--- config.mk ---
export PLATFORM = sky130hd
export DESIGN_NAME = multicycle_control_flat
export DESIGN_NICKNAME = d
export VERILOG_FILES = /design/src/rtl/multicycle_control_if.sv /design/src/rtl/multicycle_control.sv /design/src/flat_wrapper.sv
export SDC_FILE = /design/constraint.sdc
export NUM_CORES = 1
export LEC_CHECK = 0
export BUFFER_PORTS_ARGS = -buffer_cell sky130_fd_sc_hd__buf_4
export CAP_MARGIN = 20
export CELL_PAD_IN_SITES_DETAIL_PLACEMENT = 1
export CELL_PAD_IN_SITES_GLOBAL_PLACEMENT = 1
export CORE_AREA = 5 5 65 67
export DETAILED_ROUTE_END_ITERATION = 16
export DIE_AREA = 0 0 70 72
export GPL_ROUTABILITY_DRIVEN = 0
export PLACE_DENSITY = 0.92
export SYNTH_ARGS = -nofsm -noshare
export SYNTH_HDL_FRONTEND = slang
export SYNTH_SLANG_ARGS = --single-unit
export TNS_END_PERCENT = 100
--- constraint.sdc ---
create_clock -name clk -period 3.3 [get_ports clk]
set_input_delay 0 -clock clk [delete_from_list [all_inputs] [get_ports clk]]
set_output_delay 0 -clock clk [all_outputs]
set_load 0.03 [all_outputs]
--- src/rtl/multicycle_control_if.sv ---
// multicycle_control_if: control bundle between the main FSM and the multi-cycle datapath.
interface multicycle_control_if #(
    parameter int STATE_W = 4,
    parameter int CNT_W   = 16
);
    logic [5:0]         opcode;
    logic               mem_ready;
    logic               pc_write;
    logic               pc_write_cond;
    logic               i_or_d;
    logic               mem_read;
    logic               mem_write;
    logic               ir_write;
    logic               mem_to_reg;
    logic               reg_dst;
    logic               reg_write;
    logic               alu_src_a;
    logic [1:0]         alu_src_b;
    logic [1:0]         alu_op;
    logic [1:0]         pc_source;
    logic               illegal_op;
    logic [CNT_W-1:0]   instr_count;
    logic [STATE_W-1:0] state_dbg;

    modport master (
        input  opcode, mem_ready,
        output pc_write, pc_write_cond, i_or_d, mem_read, mem_write, ir_write,
               mem_to_reg, reg_dst, reg_write, alu_src_a, alu_src_b, alu_op,
               pc_source, illegal_op, instr_count, state_dbg
    );

    modport slave (
        output opcode, mem_ready,
        input  pc_write, pc_write_cond, i_or_d, mem_read, mem_write, ir_write,
               mem_to_reg, reg_dst, reg_write, alu_src_a, alu_src_b, alu_op,
               pc_source, illegal_op, instr_count, state_dbg
    );
endinterface

--- src/rtl/multicycle_control.sv ---
// multicycle_control: main FSM of the multi-cycle MIPS datapath, sequencing
// fetch/decode/execute/memory/writeback and stalling on mem_ready.
module multicycle_control #(
    parameter int STATE_W = 4,
    parameter int CNT_W   = 16
) (
    input logic                 clk,
    input logic                 rst_n,
    multicycle_control_if.master bus
);
    typedef enum logic [STATE_W-1:0] {
        FETCH     = 'd0,
        DECODE    = 'd1,
        MEM_ADDR  = 'd2,
        MEM_READ  = 'd3,
        MEM_WB    = 'd4,
        MEM_WRITE = 'd5,
        EXEC_R    = 'd6,
        R_WB      = 'd7,
        BRANCH    = 'd8,
        JUMP      = 'd9,
        EXEC_I    = 'd10,
        I_WB      = 'd11
    } state_t;

    localparam logic [5:0] OP_R = 6'b000000, OP_J = 6'b000010, OP_BEQ = 6'b000100,
                           OP_ADDI = 6'b001000, OP_LW = 6'b100011, OP_SW = 6'b101011;

    state_t           state;
    logic [CNT_W-1:0] cnt;
    logic             legal;
    logic             retire;

    assign legal  = bus.opcode inside {OP_R, OP_J, OP_BEQ, OP_ADDI, OP_LW, OP_SW};
    assign retire = (state inside {MEM_WB, R_WB, BRANCH, JUMP, I_WB}) ||
                    (state == MEM_WRITE && bus.mem_ready);

    assign bus.instr_count = cnt;
    assign bus.state_dbg   = state;

    always_ff @(posedge clk or negedge rst_n) begin
        if (!rst_n) begin
            state <= FETCH;
            cnt   <= '0;
        end else begin
            cnt <= cnt + CNT_W'(retire);
            case (state)
                FETCH:     state <= bus.mem_ready ? DECODE : FETCH;
                DECODE:    state <= (bus.opcode == OP_LW || bus.opcode == OP_SW) ? MEM_ADDR :
                                    bus.opcode == OP_R    ? EXEC_R :
                                    bus.opcode == OP_BEQ  ? BRANCH :
                                    bus.opcode == OP_J    ? JUMP   :
                                    bus.opcode == OP_ADDI ? EXEC_I : FETCH;
                MEM_ADDR:  state <= bus.opcode == OP_SW ? MEM_WRITE : MEM_READ;
                MEM_READ:  state <= bus.mem_ready ? MEM_WB : MEM_READ;
                MEM_WRITE: state <= bus.mem_ready ? FETCH : MEM_WRITE;
                EXEC_R:    state <= R_WB;
                EXEC_I:    state <= I_WB;
                default:   state <= FETCH;
            endcase
        end
    end

    // Decoded straight from state so outputs track an asynchronous reset without an edge.
    always_comb begin
        bus.pc_write      = 1'b0;
        bus.pc_write_cond = 1'b0;
        bus.i_or_d        = 1'b0;
        bus.mem_read      = 1'b0;
        bus.mem_write     = 1'b0;
        bus.ir_write      = 1'b0;
        bus.mem_to_reg    = 1'b0;
        bus.reg_dst       = 1'b0;
        bus.reg_write     = 1'b0;
        bus.alu_src_a     = 1'b0;
        bus.alu_src_b     = 2'b00;
        bus.alu_op        = 2'b00;
        bus.pc_source     = 2'b00;
        bus.illegal_op    = 1'b0;
        if (rst_n) begin
            case (state)
                FETCH: begin
                    bus.mem_read  = 1'b1;
                    bus.alu_src_b = 2'b01;
                    bus.ir_write  = bus.mem_ready;
                    bus.pc_write  = bus.mem_ready;
                end
                DECODE: begin
                    bus.alu_src_b  = 2'b11;
                    bus.illegal_op = !legal;
                end
                MEM_ADDR, EXEC_I: begin
                    bus.alu_src_a = 1'b1;
                    bus.alu_src_b = 2'b10;
                end
                MEM_READ: begin
                    bus.mem_read = 1'b1;
                    bus.i_or_d   = 1'b1;
                end
                MEM_WB: begin
                    bus.reg_write  = 1'b1;
                    bus.mem_to_reg = 1'b1;
                end
                MEM_WRITE: begin
                    bus.mem_write = 1'b1;
                    bus.i_or_d    = 1'b1;
                end
                EXEC_R: begin
                    bus.alu_src_a = 1'b1;
                    bus.alu_op    = 2'b10;
                end
                R_WB: begin
                    bus.reg_write = 1'b1;
                    bus.reg_dst   = 1'b1;
                end
                BRANCH: begin
                    bus.alu_src_a     = 1'b1;
                    bus.alu_op        = 2'b01;
                    bus.pc_write_cond = 1'b1;
                    bus.pc_source     = 2'b01;
                end
                JUMP: begin
                    bus.pc_write  = 1'b1;
                    bus.pc_source = 2'b10;
                end
                I_WB: bus.reg_write = 1'b1;
                default: ;
            endcase
        end
    end
endmodule

--- src/flat_wrapper.sv ---
// flat-port wrapper written by rule: the top's interface ports become plain ports
module multicycle_control_flat 
#(
    parameter int STATE_W = 4,
    parameter int CNT_W   = 16
)
  (clk, rst_n, bus_opcode, bus_mem_ready, bus_pc_write, bus_pc_write_cond, bus_i_or_d, bus_mem_read, bus_mem_write, bus_ir_write, bus_mem_to_reg, bus_reg_dst, bus_reg_write, bus_alu_src_a, bus_alu_src_b, bus_alu_op, bus_pc_source, bus_illegal_op, bus_instr_count, bus_state_dbg);
  multicycle_control_if #(.STATE_W(STATE_W), .CNT_W(CNT_W)) bus_i ();
  input logic clk;
  input logic rst_n;
  input wire logic [$bits(bus_i.opcode)-1:0] bus_opcode;
  input wire logic [$bits(bus_i.mem_ready)-1:0] bus_mem_ready;
  output wire logic [$bits(bus_i.pc_write)-1:0] bus_pc_write;
  output wire logic [$bits(bus_i.pc_write_cond)-1:0] bus_pc_write_cond;
  output wire logic [$bits(bus_i.i_or_d)-1:0] bus_i_or_d;
  output wire logic [$bits(bus_i.mem_read)-1:0] bus_mem_read;
  output wire logic [$bits(bus_i.mem_write)-1:0] bus_mem_write;
  output wire logic [$bits(bus_i.ir_write)-1:0] bus_ir_write;
  output wire logic [$bits(bus_i.mem_to_reg)-1:0] bus_mem_to_reg;
  output wire logic [$bits(bus_i.reg_dst)-1:0] bus_reg_dst;
  output wire logic [$bits(bus_i.reg_write)-1:0] bus_reg_write;
  output wire logic [$bits(bus_i.alu_src_a)-1:0] bus_alu_src_a;
  output wire logic [$bits(bus_i.alu_src_b)-1:0] bus_alu_src_b;
  output wire logic [$bits(bus_i.alu_op)-1:0] bus_alu_op;
  output wire logic [$bits(bus_i.pc_source)-1:0] bus_pc_source;
  output wire logic [$bits(bus_i.illegal_op)-1:0] bus_illegal_op;
  output wire logic [$bits(bus_i.instr_count)-1:0] bus_instr_count;
  output wire logic [$bits(bus_i.state_dbg)-1:0] bus_state_dbg;
  assign bus_i.opcode = bus_opcode;
  assign bus_i.mem_ready = bus_mem_ready;
  assign bus_pc_write = bus_i.pc_write;
  assign bus_pc_write_cond = bus_i.pc_write_cond;
  assign bus_i_or_d = bus_i.i_or_d;
  assign bus_mem_read = bus_i.mem_read;
  assign bus_mem_write = bus_i.mem_write;
  assign bus_ir_write = bus_i.ir_write;
  assign bus_mem_to_reg = bus_i.mem_to_reg;
  assign bus_reg_dst = bus_i.reg_dst;
  assign bus_reg_write = bus_i.reg_write;
  assign bus_alu_src_a = bus_i.alu_src_a;
  assign bus_alu_src_b = bus_i.alu_src_b;
  assign bus_alu_op = bus_i.alu_op;
  assign bus_pc_source = bus_i.pc_source;
  assign bus_illegal_op = bus_i.illegal_op;
  assign bus_instr_count = bus_i.instr_count;
  assign bus_state_dbg = bus_i.state_dbg;
  multicycle_control #(.STATE_W(STATE_W), .CNT_W(CNT_W)) u_core (.clk(clk), .rst_n(rst_n), .bus(bus_i));
endmodule
==> results of run 1 <==
layer usage:
metal	vias to the layer above	track usage	part of all wire
met5	-	0	0
met4	0	0.0702	0.016
met3	4	0.0277	0.053
met2	40	0.265	0.49
met1	582	0.187	0.44
li1	608	-	-
layout by cell type, fill, tap and decap left out, types with 3 or more instances in the layout:
master          n
buf_4          45
nor2_1         10
dfrtp_1        20
nand2_1         7
nor3_1         11
a21oi_1         3
dlygate4sd3_1   3
nor4_2          3
nand2b_1        6
nor3b_1         3
o21ai_0         4
xor2_1         10
xnor2_1         7
nand3_1         8
nand4_1         5
clkbuf_4        3
inv_1           7
through the flow:
stage                     instances  power, mW  worst slack (ps)  hold WS, ps   util
after global placement          229      0.866              1040        -88.2  0.471
after floorplan                 146      0.714               866         -296      -
final                           236       1.02               906         77.7  0.490
after CTS                       236       1.04               882         58.3  0.490
after detailed placement        229      0.881               917        -84.0  0.471
after global routing            236       1.10               590         74.9  0.490
worst min-delay path by stage:
stage	cells after the start	startpoint	to
2_1_floorplan	0	rst_n	u_core.bus.instr_count[0]$_DFF_PN0_
3_3_place_gp	1	rst_n	u_core.bus.instr_count[11]$_DFF_PN0_
3_5_place_dp	1	rst_n	u_core.bus.instr_count[9]$_DFF_PN0_
4_1_cts	4	bus_opcode[5]	u_core.bus.state_dbg[0]$_DFF_PN0_
5_1_grt	3	bus_opcode[3]	u_core.bus.state_dbg[1]$_DFF_PN0_
6_report	4	bus_opcode[4]	u_core.bus.state_dbg[3]$_DFF_PN0_
sequential cells by signal (all words and copies together) (netlist names):
signal / flops
u_core.bus.instr_count: 16
u_core.bus.state_dbg: 4
kinds of logic (layout without fill, tap and decap cells):
| family | Yosys count | after routing | share of synthesized area |
|---|---|---|---|
| AO/OA/AOI/OAI | 19 | 19 | 0.0982 |
| XOR/XNOR | 17 | 17 | 0.110 |
| adder cells (fa/ha/maj) | 3 | 3 | 0.0259 |
| buffers and inverters | 17 | 59 | 0.0658 |
| flip-flops | 20 | 20 | 0.371 |
| AND/OR/NAND/NOR | 70 | 70 | 0.329 |
where the power goes:
| part | switching (mW) | leakage (nW) | internal, mW |
|---|---|---|---|
| Sequential | 0.120 | 0.260 | 0.281 |
| Clock | 0.0790 | 0.0210 | 0.0674 |
| Combinational | 0.276 | 0.552 | 0.197 |
| Total | 0.475 | 0.833 | 0.546 |
critical path: cells and delay by family, from the launching register on:
family,cells,cell delay (ps)
adders and majority gates,2,470
AOI/OAI and AO/OA,2,390
DFF,1,780
xor gates and xnor gates,1,170
and+or+nand+nor,2,520
cell type report:
cell class,instances,area share
sequential,20,0.286
clock buffer,4,0.0207
tap,48,0.0343
timing repair buffer,48,0.210
multi-input combinational,109,0.434
inverter,7,0.0150
what timing repair did:
| item | 4_1_cts | 5_1_grt |
|---|---|---|
| buffers inserted | 0 | 0 |
| hold endpoints to repair | 21 | 0 |
| hold buffers | 3 | 0 |
==> out/results.ini, run 1 <==
[yosys]
yosys-top-cells-area = dfrtp_1, xor2_1, xnor2_1
netlist_instances = 146
synth_most_common_cell = dfrtp_1
synth_top_cell_area_share = 0.371
synth_edf_count = 0
synth.top_cells.by_count = dfrtp_1, nor3_1, nor2_1, xor2_1, nand3_1
ys_ff_latch = 20
netlist_area_um2 = 1350
synth.net_count = 157
yosys_warnings = 0
synth_area_per_cell_um2 = 9.25
yosysSeqAreaShare = 0.371
synthArstFlopShare = 1.00
yosysTopAreaCell = dfrtp_1
ys.flop_type = dfrtp_1
yosysUniqueCellTypes = 42

[setup_path]
worstPathRequired_ps = 3540
worstReg2RegStart = u_core.bus.state_dbg[1]$_DFF_PN0_
crit_path_start_kind = register
cp_common_cell = ha_1
r2r_cells = 7
endpoint_kind = register
arrival_ps = 2630
critPathMaxStageDelay_ps = 780
crit_slowest_cell = dfrtp_1
crit_type = register to register
reg2reg_to = u_core.bus.instr_count[14]$_DFF_PN0_
reg2reg_setup_slack_ps = 910
cp-endpoint = u_core.bus.instr_count[14]$_DFF_PN0_
worstPathCellList = o21ai_0 -> a21oi_1 -> ha_1 -> ha_1 -> nand4_2 -> nor4_2 -> xor2_1
crit_start = u_core.bus.state_dbg[1]$_DFF_PN0_
cp_max_fo = 21

[timing]
rsz0062_at_grt = false
setup_viol = 0
relSlewSlack = 0.564
period_needed_ps = 2390
final_max_slew_viol_count = 0
finalCritPeriodShare = 0.726
setup_tns_ps = 0
finalHoldViolCount = 0
max_freq_mhz = 418
fin_skew_ps = 4.22
tightest_slew_ps = 655

[drt]
viasPerCell = 5.23
final_antenna_net_count = 0
route.detailed.drc = 0
routedWlPerCell_um = 15.1
drt_wl_total_um = 3570
vias = 1234
initialDrtViolationCount = 27
drt-pass1-iter-count = 2

[clocking]
cts.htree.levels = 1
numCtsBuffers = 3
clk_path_buf_depth = 2
cts-root-buf = clkbuf_4
cts_resized = 0
cts_tree = done
clock_sinks = 20
clkTransAtPathRegs_ps = 120
clock_latency_ps = 310

[hold_path]
worstHoldPathType = primary input to register

[final_layout]
fin_nets = 200
fill_cells = 448
layout-drive-gt1-share = 0.314
area_growth_pct = 29.7
multiInputGateArea_um2 = 761
num_antenna_cells = 0
regArea_um2 = 500
design_area_um2 = 1750

[placed_design]
dpl_cell_area_um2 = 1690
portBuffers = 45
place_hpwl_um = 2660

[flow_run]
maxCapViolCount = 0

[global_route]
grt_max_degree = 26
grt_antenna_before_repair = 0
grt_overflow_total = 0
grt_usage = 0.154
grt_pass1_wl_um = 6260
grt_pass1_vias = 1295

[floorplan]
core_area_um2 = 3580
die_w_um = 70
die_height_um = 72
rows = 22
start_util = 0.377
boundaryPins = 46
dieArea_um2 = 5040

[power]
power_density_nw_per_um2 = 583
p_leak_nw = 0.833
ir_drop_mv = 0.381

[status]
status = finished clean

Power figures use the tool's default switching activity.
==> inputs of run 2 (changes only) <==
--- a/config.mk
+++ b/config.mk
@@ -5,15 +5,16 @@
 export SDC_FILE = /design/constraint.sdc
 export NUM_CORES = 1
 export LEC_CHECK = 0
+export ABC_AREA = 1
 export BUFFER_PORTS_ARGS = -buffer_cell sky130_fd_sc_hd__buf_4
 export CAP_MARGIN = 20
 export CELL_PAD_IN_SITES_DETAIL_PLACEMENT = 1
 export CELL_PAD_IN_SITES_GLOBAL_PLACEMENT = 1
-export CORE_AREA = 5 5 65 67
+export CORE_AREA = 5 5 72 74
 export DETAILED_ROUTE_END_ITERATION = 16
-export DIE_AREA = 0 0 70 72
+export DIE_AREA = 0 0 77 79
 export GPL_ROUTABILITY_DRIVEN = 0
-export PLACE_DENSITY = 0.92
+export PLACE_DENSITY = 0.83
 export SYNTH_ARGS = -nofsm -noshare
 export SYNTH_HDL_FRONTEND = slang
 export SYNTH_SLANG_ARGS = --single-unit
==> constraint.sdc (replaced) <==
create_clock -name clk -period 2.2 [get_ports clk]
set_input_delay 0 -clock clk [delete_from_list [all_inputs] [get_ports clk]]
set_output_delay 0 -clock clk [all_outputs]
set_load 0.03 [all_outputs]
==> run 2 against run 1 <==
Compared with the run above: hold slack better by 23 ps; register-to-register slack worse by 750 ps; utilization down 9.3 points; cell area increased by 2.7%; die area is 21% higher; clock power rose to 2.6 times the previous value; synthesized area is 2.7% lower; clock-buffer cell count fell by 1; maximum frequency is 17% higher; via count increased by 9.4%; sequential share of layout area shrank 0.62 points; wire length increased by 7.8%; critical path type unchanged; highest routed layer unchanged.
==> out/results.ini, run 2 <==
[final_layout]
fin_nets = 245
layout-drive-gt1-share = 0.300
fin_cells = 287
layout_commonest_cell = buf_4
fin_util = 0.397
fill_cells = 572
largest_reg_flops = 16
final_cell_mix = buf_4, nand2_1, nor2_1
num_antenna_cells = 0
area_growth_pct = 37.0

[clocking]
numCtsBuffers = 3
clock_sinks = 20
clk_path_buf_depth = 2
cts.htree.levels = 1
cts_setup_buffers = 0
cts-root-buf = clkbuf_8
cts_tree = done
clock_latency_ps = 260
clkTransAtPathRegs_ps = 80

[yosys]
yosys_warnings = 0
yosys-top-cells-area = dfrtp_1, nand2_1, nor2_1
synthAdderAreaFrac = 0.0190
netlist_instances = 185
synth_area_per_cell_um2 = 7.10
synthXorXnorAreaFrac = 0.0733
yosysSeqAreaShare = 0.381
synth_top_cell_area_share = 0.381
ys.flop_type = dfrtp_1
synth_edf_count = 0
synthArstFlopShare = 1.00
netlist_area_um2 = 1310
synth_compound_area_frac = 0.0514
synth_top_family_by_area = simple AND/OR/NAND/NOR gates
synthMuxAreaShare = 0
ys_ff_latch = 20
yosysUniqueCellTypes = 24
yosys.area_share.simple = 0.401
synth_most_common_cell = nand2_1
yosysTopAreaCell = dfrtp_1
synth.net_count = 196
synth.top_cells.by_count = nand2_1, nor2_1, dfrtp_1

[hold_path]
worstHoldPathType = primary input to asynchronous set/reset pin

[global_route]
grt_antenna_before_repair = 0
grt_overflow_total = 0
grt_usage = 0.132
grt_pass1_vias = 1470
grt_max_degree = 13
grt_pass1_wl_um = 6630

[placed_design]
portBuffers = 45
place_hpwl_um = 3250
place_inst = 282
dp_slack_ps = 36.7

[flow_run]
maxCapViolCount = 0

[floorplan]
start_util = 0.290
rows = 25
core_area_um2 = 4540
boundaryPins = 46
die_w_um = 77
die_height_um = 79
dieArea_um2 = 6080

[setup_path]
cp_common_cell = ha_2
crit_path_start_kind = register
worstPathCellList = inv_2 -> nor2_4 -> o21ai_0 -> o211ai_1 -> ha_2 -> ha_2 -> nand3_1 -> inv_1 -> nand2_1 -> xnor2_1
worstReg2RegStart = u_core.bus.state_dbg[3]$_DFF_PN0_
endpoint_kind = register
worstPathRequired_ps = 2340
crit_start = u_core.bus.state_dbg[3]$_DFF_PN0_
crit_slowest_cell = dfrtp_1
reg2reg_to = u_core.bus.instr_count[8]$_DFF_PN0_
cp-endpoint = u_core.bus.instr_count[8]$_DFF_PN0_
critPathMaxStageDelay_ps = 530
reg2reg_setup_slack_ps = 150
crit_type = register to register
cp_max_fo = 6
arrival_ps = 2180
r2r_cells = 10

[timing]
rsz0062_at_grt = false
setup_tns_ps = 0
timing.hold.ws_ps = 100
setup_ws_ps = 154
max_freq_mhz = 489
finalCritPeriodShare = 0.930
relSlewSlack = 0.751
period_needed_ps = 2050
tightest_slew_ps = 372
setup_viol = 0
finalHoldViolCount = 0
fin_skew_ps = 8.00
final_max_slew_viol_count = 0

[power]
power_density_nw_per_um2 = 821
ir_drop_mv = 0.218
p_leak_nw = 0.903

[drt]
final_antenna_net_count = 0
drt_wl_total_um = 3850
routedWlPerCell_um = 13.4
drt-pass1-iter-count = 4
route.detailed.drc = 0
vias = 1350
initialDrtViolationCount = 35
viasPerCell = 4.70

[status]
status = finished clean

## run 2: cell types whose count changed in the layout (fill, tap and decap cells not counted), sizes merged, moves of 4 or more
cell    change
inv        +14
nor4b       -4
nand2      +40
nand3      +11
nand4       -4
nand2b      -6
nor3       -11
nor2       +33
xor2        -8
## run 2: cells by family after synthesis
kind of cell,Yosys count
AND/OR/NAND/NOR,116
flip-flops,20
adder cells (fa/ha/maj),2
XOR/XNOR,11
AO/OA/AOI/OAI,12
buffers and inverters,24
## run 2: worst min-delay path by stage
stage	startpoint	endpoint	slack, ps	cells past startpoint
detailed placement	rst_n	u_core.bus.instr_count[10]$_DFF_PN0_	-150	1
floorplan	rst_n	u_core.bus.instr_count[0]$_DFF_PN0_	-300	0
CTS	rst_n	u_core.bus.instr_count[9]$_DFF_PN0_	110	2
global placement	rst_n	u_core.bus.instr_count[11]$_DFF_PN0_	-150	1
finish	rst_n	u_core.bus.instr_count[9]$_DFF_PN0_	100	2
global route	rst_n	u_core.bus.instr_count[9]$_DFF_PN0_	140	2
## run 2: layout make-up
| cell class | instances | area [µm²] | area share |
|---|---|---|---|
| Timing Repair Buffer | 47 | 355 | 0.197 |
| Multi-Input combinational cell | 141 | 723 | 0.402 |
| Tap cell | 54 | 67.6 | 0.0376 |
| Sequential cell | 20 | 503 | 0.280 |
| Clock inverter | 1 | 30.0 | 0.0167 |
| Inverter | 21 | 78.8 | 0.0438 |
| Clock buffer | 3 | 41.3 | 0.0229 |
## run 2: where the power goes
group	internal, mW	switching (mW)	total, mW
Sequential	0.418	0.0693	0.487
Clock	0.243	0.131	0.374
Combinational	0.202	0.415	0.616
Total	0.862	0.615	1.48
## run 2: worst max-delay path: cells and delay by family, from the launching register on
kind / cells / cell delay (ps)
AO/OA/AOI/OAI: 2 / 230
adder cells (fa/ha/maj): 2 / 470
AND/OR/NAND/NOR: 3 / 360
XOR/XNOR: 1 / 140
buffers and inverters: 2 / 190
flip-flops: 1 / 530
## run 2: repair_timing
action / in CTS / in global routing
endpoints found under the hold margin: 20 / 0
endpoints found under the setup margin: 0 / 5
resized for setup: 0 / 5
hold buffers: 1 / 0
## run 2: per-layer routing
metal	GRT usage	wire length (µm)
met1	0.157	1580
met2	0.245	2140
met5	0	0
met3	0.0147	119
met4	0.0412	19
## run 2: metrics by stage
step                      total power [mW]  cell area [µm²]
after floorplan                      0.864             1310
after global placement                1.10             1710
after detailed placement              1.11             1710
after CTS                             1.48             1790
after global routing                  1.56             1800
final                                 1.48             1800
==> inputs of run 3 (changes only) <==
--- a/config.mk
+++ b/config.mk
@@ -10,11 +10,12 @@
 export CAP_MARGIN = 20
 export CELL_PAD_IN_SITES_DETAIL_PLACEMENT = 1
 export CELL_PAD_IN_SITES_GLOBAL_PLACEMENT = 1
-export CORE_AREA = 5 5 72 74
+export CORE_AREA = 5 5 75 77
 export DETAILED_ROUTE_END_ITERATION = 16
-export DIE_AREA = 0 0 77 79
+export DIE_AREA = 0 0 80 82
 export GPL_ROUTABILITY_DRIVEN = 0
-export PLACE_DENSITY = 0.83
+export GPL_TIMING_DRIVEN = 0
+export PLACE_DENSITY = 0.78
 export SYNTH_ARGS = -nofsm -noshare
 export SYNTH_HDL_FRONTEND = slang
 export SYNTH_SLANG_ARGS = --single-unit
==> run 3 against run 2 <==
Compared with the run above: critical path depth shrank 1; wire length shrank 2.7%; largest cell class unchanged; hold slack lost 6.3 ps; clock skew is essentially flat; flip-flop and latch count is the same; global-route usage shrank 2.0 points; total power shrank 5.8%; via count grew 0.81%; clock-buffer cell count grew 1; sequential share of layout area shrank 0.41 points.
==> out/results.ini, run 3 (synthesis gave the netlist of run 2 again) <==
[status]
status = finished clean

[power]
clockPowerShare = 0.203
power_frac_comb = 0.448
power_density_nw_per_um2 = 760
p_leak_nw = 0.912
switchingPower_mw = 0.600
sequentialPowerShare = 0.349
ir_drop_mv = 0.270
p_sw_frac = 0.431
internal_power_mw = 0.791

[setup_path]
arrival_ps = 2130
path_depth = 9
worstPathRequired_ps = 2350
crit_slowest_cell = dfrtp_2
r2r_cells = 9
cp_max_fo = 6
critPathMaxStageDelay_ps = 480
crit_type = register to register
crit_buf_inv = 1
endpoint_kind = register
crit_path_start_kind = register
worstPathCellList = nor2_4 -> nand2_1 -> o211ai_1 -> ha_2 -> ha_2 -> nand3_1 -> inv_1 -> nand3_1 -> xnor2_1
crit_family = flip-flops

[timing]
final_max_slew_viol_count = 0
finalCritPeriodShare = 0.899
relSlewSlack = 0.715
setup_ws_ps = 222
rsz0062_at_grt = false
timing.hold.ws_ps = 93.9
tightest_slew_ps = 428
period_needed_ps = 1980
setup_tns_ps = 0
fin_skew_ps = 8.29
finalHoldViolCount = 0
setup_viol = 0
max_freq_mhz = 506

[floorplan]
core_area_um2 = 4940
start_util = 0.266
rows = 26
boundaryPins = 46
die_height_um = 82
dieArea_um2 = 6560
die_w_um = 80

[final_layout]
area_growth_pct = 39.3
regArea_um2 = 504
fill_cells = 643
largest_reg_flops = 16
fin_nets = 249
final_cell_mix = buf_4, nand2_1, nor2_1
fin_util = 0.370
design_area_um2 = 1830
layout-drive-gt1-share = 0.312
multiInputGateArea_um2 = 723
num_antenna_cells = 0
layout_commonest_cell = buf_4

[placed_design]
place_hpwl_um = 3130
portBuffers = 45
dp_slack_ps = 35.5
dpl_cell_area_um2 = 1740

[drt]
met1Wirelength_um = 1560
viasPerCell = 4.43
route.detailed.drc = 0
top_layer_used = met3
final_antenna_net_count = 0
drt_wl_total_um = 3750
drt-pass1-iter-count = 5
route.met3.wl_um = 132
initialDrtViolationCount = 29
routedWlPerCell_um = 12.2
vias = 1361
met2_length_um = 2060

[hold_path]
worstHoldPathType = primary input to register
min_path_cells = 4

[clocking]
clock_sinks = 20
cts.htree.levels = 1
clock_latency_ps = 260
cts_tree = done
clkTransAtPathRegs_ps = 80
numCtsBuffers = 3
cts-root-buf = clkbuf_8
clk_path_buf_depth = 2

[global_route]
grt_overflow_total = 0
grt_pass1_wl_um = 5880
grt_max_degree = 23
grt_antenna_before_repair = 0
grt_usage = 0.112
grt_pass1_vias = 1358

[flow_run]
maxCapViolCount = 0

run 3: cell count changes in the layout (fill, tap and decap cells not counted), sizes merged:
cell and delta:
buf +3, clkbuf +2, bufinv -1
run 3: worst min-delay path: stages:
cell and delay, ps:
buf_4 90, nor2_1 60, nand4_1 80, nand3_1 70
run 3: final timing paths:
path                                                 startpoint                                   end  slack (ps)
setup / recovery              u_core.bus.state_dbg[3]$_DFF_PN0_  u_core.bus.instr_count[12]$_DFF_PN0_         220
hold / removal                                    bus_opcode[2]     u_core.bus.state_dbg[2]$_DFF_PN0_          90
setup reg to reg              u_core.bus.state_dbg[3]$_DFF_PN0_  u_core.bus.instr_count[12]$_DFF_PN0_         220
hold reg to reg            u_core.bus.instr_count[12]$_DFF_PN0_  u_core.bus.instr_count[12]$_DFF_PN0_         510
max in group asynchronous                                 rst_n     u_core.bus.state_dbg[2]$_DFF_PN0_        1800
min in group asynchronous                                 rst_n  u_core.bus.instr_count[11]$_DFF_PN0_         150
run 3: stage by stage:
step	instances	total power, mW
after floorplan	185	0.864
after global placement	300	1.09
after detailed placement	300	1.10
after CTS	305	1.38
after global routing	307	1.47
final	307	1.39
run 3: final cells by class:
cell class | count | area share
multi-input cells | 141 | 0.395
flip-flops and latches | 20 | 0.275
repair buffers | 48 | 0.198
well taps | 70 | 0.0478
inverters | 21 | 0.0431
clock buffers | 4 | 0.0301
plain buffers | 3 | 0.0103
run 3: what timing repair did:
| item | 4_1_cts | 5_1_grt |
|---|---|---|
| endpoints found under the hold margin | 20 | 0 |
| resized for setup | 0 | 6 |
| hold buffers | 1 | 0 |
| buffers inserted | 0 | 2 |
| endpoints found under the setup margin | 0 | 4 |
run 3: metal layers:
metal / up-vias / global-route usage
met5: - / 0
met1: 650 / 0.131
met2: 26 / 0.212
li1: 685 / -
met4: 0 / 0.0321
met3: 0 / 0.0132
run 3: power groups by stage:
stage          registers (mW)  clock network, mW  logic, mW
3_5_place_dp            0.494                  0      0.604
4_1_cts                 0.488              0.284      0.607
6_report                0.485              0.283      0.623
5_1_grt                 0.492              0.302      0.673
3_3_place_gp            0.494                  0      0.595
2_1_floorplan           0.577                  0      0.287
